**config.mk**
```make
export PLATFORM = sky130hd
export DESIGN_NAME = detect_arbiter
export DESIGN_NICKNAME = d
export VERILOG_FILES = /design/src/rtl/detect_arbiter_pkg.sv /design/src/rtl/detect_arbiter_rr_pick.sv /design/src/rtl/detect_arbiter.sv
export SDC_FILE = /design/constraint.sdc
export NUM_CORES = 1
export LEC_CHECK = 0
export ABC_AREA = 1
export CORE_UTILIZATION = 45
export CTS_BUF_LIST = sky130_fd_sc_hd__clkbuf_8
export DETAILED_ROUTE_END_ITERATION = 16
export GPL_TIMING_DRIVEN = 0
export PLACE_DENSITY = 0.69
export SETUP_SLACK_MARGIN = 0.5
export SLEW_MARGIN = 10
export SYNTH_ARGS = -nofsm -noshare
export SYNTH_HDL_FRONTEND = slang
export SYNTH_SLANG_ARGS = --single-unit
```
**constraint.sdc**
```tcl
create_clock -name clk -period 2.5 [get_ports clk]
set_input_delay 0.25 -clock clk [delete_from_list [all_inputs] [get_ports clk]]
set_output_delay 0.25 -clock clk [all_outputs]
set_load 0.02 [all_outputs]
```
**src/rtl/detect_arbiter_pkg.sv**
```systemverilog
// ============================================================================
// Module   : detect_arbiter_pkg
// Brief    : Shared types and constants for the detect_arbiter block.
// Revision : 1.0
// ============================================================================
`default_nettype none

package detect_arbiter_pkg;

    typedef enum logic [2:0] {
        ST_IDLE   = 3'd0,
        ST_CLEAR  = 3'd1,
        ST_FEED   = 3'd2,
        ST_DRAIN  = 3'd3,
        ST_REPORT = 3'd4
    } state_t;

    localparam int         C_DEF_N_CH  = 4;
    localparam int         C_DEF_LEN_W = 8;
    localparam int         C_DEF_CNT_W = 8;
    // Sequence recognised by the shared detector, first bit in the MSB.
    localparam logic [3:0] C_PATTERN   = 4'b0110;

endpackage

`default_nettype wire

```
**src/rtl/detect_arbiter_rr_pick.sv**
```systemverilog
// ============================================================================
// Module   : rr_pick
// Brief    : Combinational round-robin picker: first request at or after ptr.
// Revision : 1.0
// ============================================================================
`default_nettype none

module rr_pick
    import detect_arbiter_pkg::*;
#(
    parameter int N     = C_DEF_N_CH,
    parameter int PTR_W = $clog2(N)
) (
    input  logic [N-1:0]     req,
    input  logic [PTR_W-1:0] ptr,
    output logic [N-1:0]     pick,
    output logic             valid
);

    logic [PTR_W:0] w_idx;

    always_comb begin
        pick  = '0;
        valid = 1'b0;
        w_idx = '0;
        for (int k = 0; k < N; k++) begin
            // ptr < N and k < N, so a single subtraction wraps the index.
            w_idx = {1'b0, ptr} + (PTR_W+1)'(k);
            if (w_idx >= (PTR_W+1)'(N)) begin
                w_idx = w_idx - (PTR_W+1)'(N);
            end
            if (!valid && req[w_idx[PTR_W-1:0]]) begin
                pick[w_idx[PTR_W-1:0]] = 1'b1;
                valid                  = 1'b1;
            end
        end
    end

endmodule

`default_nettype wire

```
**src/rtl/detect_arbiter.sv**
```systemverilog
// ============================================================================
// Module   : detect_arbiter
// Brief    : Round-robin sharing of one 0110 detector among N serial channels.
// Revision : 1.0
// ============================================================================
`default_nettype none

module detect_arbiter
    import detect_arbiter_pkg::*;
#(
    parameter  int N_CH  = C_DEF_N_CH,
    parameter  int LEN_W = C_DEF_LEN_W,
    parameter  int CNT_W = C_DEF_CNT_W,
    localparam int CH_W  = $clog2(N_CH)
) (
    input  logic             clk,
    input  logic             reset,
    input  logic [N_CH-1:0]  req,
    input  logic [LEN_W-1:0] frame_len,
    input  logic [N_CH-1:0]  ch_bit,
    output logic [N_CH-1:0]  gnt,
    output logic             det_in,
    output logic             det_reset,
    input  logic             det_out,
    output logic             done,
    output logic [CH_W-1:0]  done_ch,
    output logic [CNT_W-1:0] match_count
);

    state_t           r_state;
    state_t           w_next;
    logic [CH_W-1:0]  r_ch;
    logic [CH_W-1:0]  r_ptr;
    logic [LEN_W-1:0] r_remain;
    logic [CNT_W-1:0] r_count;
    logic [CNT_W-1:0] w_count_inc;
    logic             w_counting;
    logic             r_det_reset;
    logic             r_done;
    logic [CH_W-1:0]  r_done_ch;
    logic [CNT_W-1:0] r_match_count;
    logic [N_CH-1:0]  w_pick;
    logic             w_valid;
    logic [CH_W-1:0]  w_pick_idx;

    rr_pick #(
        .N     (N_CH),
        .PTR_W (CH_W)
    ) u_rr_pick (
        .req   (req),
        .ptr   (r_ptr),
        .pick  (w_pick),
        .valid (w_valid)
    );

    always_comb begin
        w_pick_idx = '0;
        for (int k = 0; k < N_CH; k++) begin
            if (w_pick[k]) begin
                w_pick_idx = CH_W'(k);
            end
        end
    end

    always_ff @(posedge clk or posedge reset) begin
        if (reset) begin
            r_state <= ST_IDLE;
        end else begin
            r_state <= w_next;
        end
    end

    always_comb begin
        w_next = r_state;
        gnt    = '0;
        det_in = 1'b0;
        case (r_state)
            ST_IDLE: begin
                if (w_valid) begin
                    w_next = ST_CLEAR;
                end
            end
            ST_CLEAR: begin
                gnt    = N_CH'(1) << r_ch;
                w_next = (r_remain != '0) ? ST_FEED : ST_REPORT;
            end
            ST_FEED: begin
                gnt    = N_CH'(1) << r_ch;
                det_in = ch_bit[r_ch];
                if (r_remain == LEN_W'(1)) begin
                    w_next = ST_DRAIN;
                end
            end
            ST_DRAIN: begin
                gnt    = N_CH'(1) << r_ch;
                w_next = ST_REPORT;
            end
            ST_REPORT: begin
                gnt    = N_CH'(1) << r_ch;
                w_next = ST_IDLE;
            end
            default: begin
                w_next = ST_IDLE;
            end
        endcase
    end

    assign w_counting  = ((r_state == ST_FEED) || (r_state == ST_DRAIN)) && det_out;
    assign w_count_inc = (&r_count) ? r_count : r_count + CNT_W'(1);

    always_ff @(posedge clk or posedge reset) begin
        if (reset) begin
            r_ch          <= '0;
            r_ptr         <= '0;
            r_remain      <= '0;
            r_count       <= '0;
            r_det_reset   <= 1'b1;
            r_done        <= 1'b0;
            r_done_ch     <= '0;
            r_match_count <= '0;
        end else begin
            // Decoded from the next state so the detector reset is a clean flop output.
            r_det_reset <= !((w_next == ST_FEED) || (w_next == ST_DRAIN));
            r_done      <= (w_next == ST_REPORT);
            if ((r_state == ST_IDLE) && w_valid) begin
                r_ch     <= w_pick_idx;
                r_remain <= frame_len;
                r_count  <= '0;
            end
            if (r_state == ST_FEED) begin
                r_remain <= r_remain - LEN_W'(1);
            end
            if (w_counting) begin
                r_count <= w_count_inc;
            end
            // The final DRAIN-edge match is folded in while loading the report.
            if (w_next == ST_REPORT) begin
                r_done_ch     <= r_ch;
                r_match_count <= w_counting ? w_count_inc : r_count;
            end
            if (r_state == ST_REPORT) begin
                r_ptr <= (r_ch == CH_W'(N_CH - 1)) ? '0 : r_ch + CH_W'(1);
            end
        end
    end

    assign det_reset   = r_det_reset;
    assign done        = r_done;
    assign done_ch     = r_done_ch;
    assign match_count = r_match_count;

endmodule

`default_nettype wire

```
# Word level (Yosys, flattened, before mapping)
# Cells that the tools add are included.
[totals]
ramBits = 0
romBits = 0
out_inout_bits = 17
reg_bits = 35
latch_bits = 0
mem_count = 0
inputBits = 19
wordCells = 112
[op_classes]
n_mul = 0
add_sub_neg = 10
n_mux = 46
magnitude_cmp = 13
bitwise_logic = 3
n_eq_ne = 9
shift = 1
div = 0
reduce_logical = 21
[op_table]
columns = ["cell", "n"]
rows = [
  ["$mux W8", 6],
  ["$mux W4", 5],
  ["$lt A2 B3 Y1 const B", 5],
  ["$mux W1", 15],
  ["$mux W2", 7],
  ["$eq A3 B2 Y1 const B", 4],
  ["$or A4 B4 Y4", 3],
  ["$pmux W3 S4", 1],
  ["$bmux W1 S2", 5],
  ["$ge A3 B3 Y1 const B", 3],
  ["$logic_and A1 B1 Y1", 9],
  ["$mux W3", 3],
  ["$add A8 B1 Y8 const B", 1],
  ["$demux W1 S2", 4],
  ["$eq A8 B1 Y1 const B", 1],
  ["$ge A2 B1 Y1 const B", 4],
  ["$reduce_and A8 Y1", 1],
  ["$reduce_bool A8 Y1", 1],
  ["$sub A2 B1 Y2 const B", 4],
  ["$sub A8 B1 Y8 const B", 1],
  ["$add A2 B2 Y3 const B", 2],
  ["$eq A3 B3 Y1 const B", 2],
  ["$logic_not A1 Y1", 4],
  ["$reduce_bool A2 Y1", 2],
  ["9 further kinds", 10],
]

# Depth between registers and ports, before layout
# Gate-level depths: netlist of run 1.
[logic_depth]
depth_word = 19
mapped_depth = 14
ltp_nobuf = 13

# Modules after synthesis
# A second synthesis of run 1 with hierarchy kept.
[hier_totals]
cells_unflattened = 339
area_unflattened_um2 = 2443.6
[by_module_without_submodules]
columns = ["mod", "area_each_um2", "cells_per_inst", "n_inst", "seq_area_each_um2"]
rows = [
  ["detect_arbiter", 2019.4, 263, 1, 877.1],
  ["rr_pick", 424.2, 76, 1, 0.0],
]

# Least setup slack after synthesis of run 1
# OpenSTA, ideal clock, no wires.
[synth_path]
path_type = "register to register"
start = "register r_ptr[1]"
end = "register r_ch[0]"
arrival_ns = 1.812
path_stages_with_launch = 13
setup_slack_ns = 0.567
path_buffers = 0
setup_time_ns = 0.121
cell_sequence = "dfrtp_1 inv_1 ha_1 inv_1 nand3_1 nand2_1 nand2_4 nor2_4 nand2_2 nand2_4 inv_2 a21oi_1 nand2_1"
[synth_between]
elab_chain_cells = 17
word_cells_on_any_way = 64
cone_classes = "add/sub: 7; order compare: 12; mux: 31; bitwise: 3; reduce/logical: 11"
[synth_rtl]
columns = ["element", "line_no", "source"]
rows = [
  ["start, declared", "detect_arbiter.sv:33", "logic [CH_W-1:0] r_ptr;"],
  ["start signal, assigned", "detect_arbiter.sv:142", "r_ptr <= (r_ch == CH_W'(N_CH - 1)) ? '0 : r_ch + CH_W'(1);"],
  ["parallel branches: the longest is 17 deep, another holds $add A2 B1 Y3", "--", ""],
  ["end signal, assigned", "detect_arbiter.sv:126", "r_ch <= w_pick_idx;"],
  ["end, declared", "detect_arbiter.sv:32", "logic [CH_W-1:0] r_ch;"],
]
# Parallel ways; which one is timed is not known. The select of a mux whose other input is x is not followed.
# A chain may end at the register's enable or synchronous reset.

# Worst setup path in the final report of run 1
[layout_path]
start = "register r_ptr[0]"
end = "register r_ch[0]"
# Same word-level chain as after synthesis.

==> results of run 1 <==
-- final timing paths --
kind / end / startpoint
max in group asynchronous: r_ptr[1]$_DFFE_PP0N_ / reset
worst max register to register: r_ch[0]$_DFFE_PP0P_ / r_ptr[0]$_DFFE_PP0N_
min in group clk: done_ch[0]$_DFFE_PP0N_ / done_ch[0]$_DFFE_PP0N_
worst max-delay path: r_ch[0]$_DFFE_PP0P_ / r_ptr[0]$_DFFE_PP0N_
worst min-delay path: match_count[4]$_DFFE_PP0N_ / reset
worst min register to register: done_ch[0]$_DFFE_PP0N_ / done_ch[0]$_DFFE_PP0N_
-- flip-flops by register name, summed over array words and instances (netlist names) --
register,flops
r_ptr,2
r_count,8
done,1
r_ch,2
det_reset,1
match_count,8
done_ch,2
r_remain,8
r_state,3
-- power by group through the flow --
stage / Sequential [mW] / Clock (mW) / Combinational, mW
floorplan: 0.642 / 0 / 0.171
global placement: 0.651 / 0 / 0.233
detailed placement: 0.653 / 0 / 0.240
CTS: 0.642 / 0.522 / 0.242
global route: 0.650 / 0.545 / 0.280
finish: 0.643 / 0.509 / 0.245
-- synth_stat cells (2+ instances only) --
library cell,count,area (µm²)
o21ai_0,20,100
inv_1,40,150
a21oi_1,6,30.0
nand3_4,2,35.0
nor2_1,28,105
nor3_1,4,20.0
nand2_4,6,67.6
inv_2,4,15.0
nand4_1,2,12.5
o211ai_1,2,15.0
nand3_1,34,170
ha_1,14,175
nand2_1,99,372
o21ai_2,6,52.6
dfrtp_1,34,851
nand2_2,4,25.0
nor2_4,2,22.5
o21ai_1,5,25.0
buf_6,3,33.8
-- through the flow --
step | instance area (µm²) | utilization, %
after global placement | 2830 | 55.5
final | 3070 | 60.2
after detailed placement | 2830 | 55.5
after floorplan | 2400 | -
after global routing | 3070 | 60.2
after CTS | 3000 | 58.7
-- what timing repair did --
action | in CTS | in global routing
cloned | 0 | 1
setup endpoints to repair | 24 | 18
hold buffers | 0 | 0
buffers inserted | 3 | 4
gates resized for setup | 17 | 10
pin swaps | 0 | 1
-- logic make-up after synthesis --
group           after synthesis  share of synthesized area, %
simple gates                187                          36.6
buf+inv                      50                          8.93
compound gates               42                          10.2
flops                        35                          36.6
fa+ha+maj                    14                          7.31
xor+xnor                      1                         0.366
-- worst max-delay path, cell delays in order, from the launching register on --
cell	delay, ps
dfrtp_2	390
buf_8	130
clkinv_8	80
ha_4	260
inv_2	60
nand3_1	80
nand2_2	120
nand2_4	60
nor2_4	110
nand2_2	80
nand2_4	110
inv_4	80
a21oi_1	140
nand2_1	60
-- final cells by class --
| cell class | instances | area (µm²) |
|---|---|---|
| buffer | 5 | 51.3 |
| clock buffer | 5 | 68.8 |
| clock inverter | 3 | 43.8 |
| fill | 484 | 2030 |
| inverter | 45 | 188 |
| multi-input combinational | 244 | 1340 |
| sequential | 35 | 881 |
| tap | 70 | 87.6 |
| timing repair buffer | 43 | 418 |
-- per-layer routing --
layer	up-vias	GRT usage (%)	part of all wire, %
li1	1146	-	-
met1	980	27.5	48
met2	31	33.4	48
met3	7	4.42	3.1
met4	0	5.24	0.89
met5	-	0	0
==> key figures, run 1 <==
STA
  – Minimum clock period: 1880 ps
  – Worst Tran Pin Value: 726 ps
  – Final Hold Fails: 0
  – Final Setup Violations: 0
  – Final setup skew: 3.32 ps
  – RSZ-0062 raised after global routing: false
  – Max Clock Freq: 531 MHz
  – WHS: 402 ps
  – Fin. max-slew vios: 0
  – Setup TNS: 0 ps
  – Slew Limit Headroom: 51.6%
  – Final period util: 75.4%
  – Setup WS post-layout: 616 ps

Logic synthesis
  – Synth Instances: 329
  – Synth Flop Type: dfrtp_1
  – Fraction of synthesis flops using an asynchronous set or reset pin: 100%
  – YS warnings: 0
  – Mapped Nets: 362
  – Syn_area_per_cell: 7.28 µm²
  – Post-synthesis register bit count: 35
  – Unique masters post-synth: 33
  – EDFF count, synth: 0
  – Seq/Total Area, Yosys: 36.6%
  – Mapped cell area: 2400 µm²

Clocking
  – Worst-path clk slew: 70 ps
  – Clock latency on the worst-skew pair: 280 ps
  – H-tree Lvls: 2
  – Clock buffer count from CTS: 5
  – CTS tree: done
  – CTS max path bufs: 2
  – Clk Tree Root Cell: clkbuf_8
  – CTS sink count: 35

Floorplanning
  – Core Area: 5110 µm²
  – Die Wd: 75.0 µm
  – Die ar.: 5620 µm²
  – Initial Util: 46.9%
  – Io pins: 36
  – Die Span Y: 75.0 µm
  – Row cnt: 26

Global route
  – First-pass GRT wire length: 8.76 mm
  – GRT Total Usage: 20.4%
  – Largest net degree at the start of global routing: 36
  – Initial antenna violation count: 0
  – Number of global-route vias before repair: 1984
  – Total gr overflow: 0

Setup path
  – Crit end category: flip-flop
  – CP required: 2670 ps
  – Largest fanout on the critical path: 11
  – Crit Path Category: flip-flop to flip-flop
  – Critical Path AT: 2060 ps
  – Reg2Reg Depth: 13
  – R2R Setup Slk: 620 ps
  – CP startpoint kind: flip-flop

Placed design
  – Placed Cells incl. Taps: 434
  – PortBufs: 35
  – GPL Wtd Cong: 0.889
  – Setup WS pre-CTS: 248 ps
  – Final HPWL DP: 3.80 mm

Run
  – Max cap viols: 0

Detailed routing
  – Starting DRT DRC Count: 169
  – Drt wl/cell: 11.8 µm
  – Final wirelength: 5.29 mm
  – Vias: 2164
  – First-pass iteration count of the detailed router: 4
  – Post-route DRC: 0
  – DRT antenna net count: 0
  – Vias per cell: 4.81

Pwr
  – Combinational power share: 17.5%
  – Pwr/cell area: 455 nW/µm²
  – Power Total: 1.40 mW
  – NetSw: 399 µW
  – Sequential power share: 46.0%
  – Clock power share: 36.4%
  – Worst vdd ir: 359 µV
  – Lkg Pwr: 1.51 nW
  – Internal power: 998 µW
  – Sw Share: 28.6%

Outcome
  – Status: finished, final reports clean

Cells and area
  – # diodes: 0
  – Share of layout cells above drive strength 1: 16.6%
  – Most common cell after layout, fill and taps aside: nand2_1
  – Final Non-Filler Cells: 450
  – Most frequent cells in the layout: 98 x nand2_1, 36 x inv_1, 34 x nand3_1
  – Area Overhead vs Synth: 28.3%
  – Total Nets Final: 412

Min path
  – HP Class: primary input to asynchronous set/reset pin
No activity file was read; power rests on OpenSTA's default activity.
==> run 2, diff against run 1 <==
- PLACE_DENSITY: 0.69 -> 0.72
- clock period: 2.5 -> 1.6 ns (I/O delays scaled with it)
==> run 2 against run 1 <==
The flow now finishes with violations (setup timing). First-iteration DRC count fell by 5.3%. Wire length rose by 28%. Power rose by 68%. Critical path type unchanged. Critical endpoint is now r_remain[4]$_DFFE_PP0P_. Via count is 15% higher.
==> key figures, run 2 (synthesis gave the netlist of run 1 again) <==
Clocking
  – Clk Tree Root Cell: clkbuf_8 (unchanged)
  – H-tree Lvls: 2 (unchanged)
  – Clock buffer count from CTS: 5 (unchanged)
  – CTS tree: done (unchanged)
  – CTS sink count: 35 (unchanged)
  – Worst-path clk slew: 80 ps (was 70 ps)
  – Clock latency on the worst-skew pair: 300 ps (was 280 ps)
  – Post-CTS Hold Buffers: 0 (unchanged)
  – CTS max path bufs: 2 (unchanged)

Cells and area
  – Fin area: 3600 µm² (was 3070 µm²)
  – Most frequent cells in the layout: 84 x nand2_1, 29 x inv_1, 29 x dfrtp_1 (was 98 x nand2_1, 36 x inv_1, 34 x nand3_1)
  – Core Util, Final: 70.6% (was 60.2%)
  – Total Nets Final: 441 (was 412)
  – # diodes: 0 (unchanged)
  – Area of the multi-input gates: 1610 µm² (was 1340 µm²)
  – Register area: 883 µm² (was 881 µm²)
  – Filler cell count: 408 (was 484)
  – Area Overhead vs Synth: 50.4% (was 28.3%)
  – Share of layout cells above drive strength 1: 40.3% (was 16.6%)
  – Most common cell after layout, fill and taps aside: nand2_1 (unchanged)
  – Final Non-Filler Cells: 479 (was 450)

Detailed routing
  – Starting DRT DRC Count: 160 (was 169)
  – Met1 WL: 2.78 mm (was 2.54 mm)
  – Max layer used: met4 (unchanged)
  – Final wirelength: 6.77 mm (was 5.29 mm)
  – DRT antenna net count: 0 (unchanged)
  – Post-route DRC: 0 (unchanged)
  – Metal3 WL: 265 µm (was 165 µm)
  – Drt wl/cell: 14.1 µm (was 11.8 µm)
  – Routed wire length on met2: 3.56 mm (was 2.54 mm)
  – Vias: 2488 (was 2164)
  – Vias per cell: 5.19 (was 4.81)
  – First-pass iteration count of the detailed router: 4 (unchanged)

Placed design
  – GPL Wtd Cong: 0.915 (was 0.889)
  – Setup WS pre-CTS: -375 ps (was 248 ps)
  – Post-DP Area: 2930 µm² (was 2830 µm²)
  – Final HPWL DP: 3.85 mm (was 3.80 mm)
  – PortBufs: 35 (unchanged)
  – Placed Cells incl. Taps: 434 (unchanged)

Setup path
  – CP startpoint kind: flip-flop (unchanged)
  – CP required: 1790 ps (was 2670 ps)
  – Crit Path Category: flip-flop to flip-flop (unchanged)
  – Largest fanout on the critical path: 5 (was 11)
  – Critical Path AT: 2040 ps (was 2060 ps)
  – Crit end category: flip-flop (unchanged)

Floorplanning
  – Die ar.: 5620 µm² (unchanged)
  – Row cnt: 26 (unchanged)
  – Io pins: 36 (unchanged)
  – Die Span Y: 75.0 µm (unchanged)
  – Die Wd: 75.0 µm (unchanged)
  – Initial Util: 46.9% (unchanged)
  – Core Area: 5110 µm² (unchanged)

Pwr
  – Power Total: 2.35 mW (was 1.40 mW)
  – Combinational power share: 20.5% (was 17.5%)
  – NetSw: 731 µW (was 399 µW)
  – Clock power share: 35.6% (was 36.4%)
  – Internal power: 1.62 mW (was 998 µW)
  – Lkg Pwr: 1.72 nW (was 1.51 nW)
  – Sequential power share: 43.9% (was 46.0%)
  – Worst vdd ir: 541 µV (was 359 µV)
  – Sw Share: 31.1% (was 28.6%)
  – Pwr/cell area: 651 nW/µm² (was 455 nW/µm²)

STA
  – Minimum clock period: 1840 ps (was 1880 ps)
  – Final Setup Violations: 34 (was 0)
  – Slew Limit Headroom: 51.6% (about the same)
  – Fin. max-slew vios: 0 (unchanged)
  – Final Hold Fails: 0 (unchanged)
  – Final setup skew: 5.32 ps (was 3.32 ps)
  – Worst Tran Pin Value: 725 ps (was 726 ps)
  – Final period util: 115% (was 75.4%)
  – RSZ-0062 raised after global routing: true (was false)
  – Max Clock Freq: 542 MHz (was 531 MHz)
  – Setup WS post-layout: -245 ps (was 616 ps)

Min path
  – HP Class: primary input to asynchronous set/reset pin (unchanged)

Outcome
  – Status: complete, but fails checks (was finished, final reports clean)
  – Failing checks: setup timing

Global route
  – Initial antenna violation count: 0 (unchanged)
  – First-pass GRT wire length: 9.69 mm (was 8.76 mm)
  – Total gr overflow: 0 (unchanged)
  – Number of global-route vias before repair: 2170 (was 1984)
  – Largest net degree at the start of global routing: 36 (unchanged)
  – GRT Total Usage: 22.9% (was 20.4%)

Run
  – Max cap viols: 0 (unchanged)
[run 2: changes by cell type in the layout (fill, tap and decap cells not counted), moves of 12 or more]
cell	previous run	this run
buf_4	7	26
buf_6	1	15
nand2_1	98	84
o21ai_0	20	7
clkdlybuf4s50_1	30	18
[run 2: through the flow]
step	setup TNS, ps	hold slack [ps]
after floorplan	-1800	293
after global placement	-11960	464
after detailed placement	-6950	469
after CTS	-3600	336
after global routing	-6860	411
final	-4630	297
[run 2: power groups by stage]
stage,logic [mW],clock network (mW),registers (mW)
6_report,0.482,0.835,1.03
5_1_grt,0.532,0.865,1.04
4_1_cts,0.418,0.836,1.01
3_5_place_dp,0.397,0,1.02
3_3_place_gp,0.385,0,1.02
2_1_floorplan,0.289,0,1.01
[run 2: area by class of cell]
cell class                      count  area share (%)
Buffer                              5            1.94
Multi-Input combinational cell    244            44.8
Tap cell                           70            2.43
Clock buffer                        5            1.91
Clock inverter                      3            1.21
Timing Repair inverter              2           0.382
Sequential cell                    35            24.5
Inverter                           45            5.31
Timing Repair Buffer               70            17.5
[run 2: path summary, 6_finish.rpt]
check / slack (ps) / depth (start not counted) / from / to
min: 300 / 2 / reset / done$_DFF_PP0_
max in group asynchronous: 790 / 2 / reset / r_state[2]$_DFF_PP0_
min reg2reg: 480 / 2 / match_count[2]$_DFFE_PP0N_ / match_count[2]$_DFFE_PP0N_
max: -240 / 8 / r_state[2]$_DFF_PP0_ / r_remain[4]$_DFFE_PP0P_
max reg2reg: -240 / 8 / r_state[2]$_DFF_PP0_ / r_remain[4]$_DFFE_PP0P_
min in group clk: 420 / 3 / frame_len[7] / r_remain[7]$_DFFE_PP0P_
[run 2: worst max-delay path, cell delays in order, from the launching register on]
cell	delay [ps]
dfrtp_2	460
buf_6	130
buf_4	130
nor3_2	490
nand2_8	140
buf_12	160
buf_16	130
nand2_2	50
nand3_2	50
[run 2: repair_timing]
| action | in CTS | in global routing |
|---|---|---|
| endpoints found under the setup margin | 51 | 48 |
| setup buffers | 19 | 14 |
| gates cloned | 2 | 2 |
| pin swaps | 10 | 18 |
| resized for setup | 107 | 66 |
[run 2: routing by layer]
| layer | global-route usage, % | vias up |
|---|---|---|
| li1 | - | 1216 |
| met1 | 28.9 | 1187 |
| met2 | 39.5 | 71 |
| met3 | 4.02 | 14 |
| met4 | 8.18 | 0 |
| met5 | 0 | - |
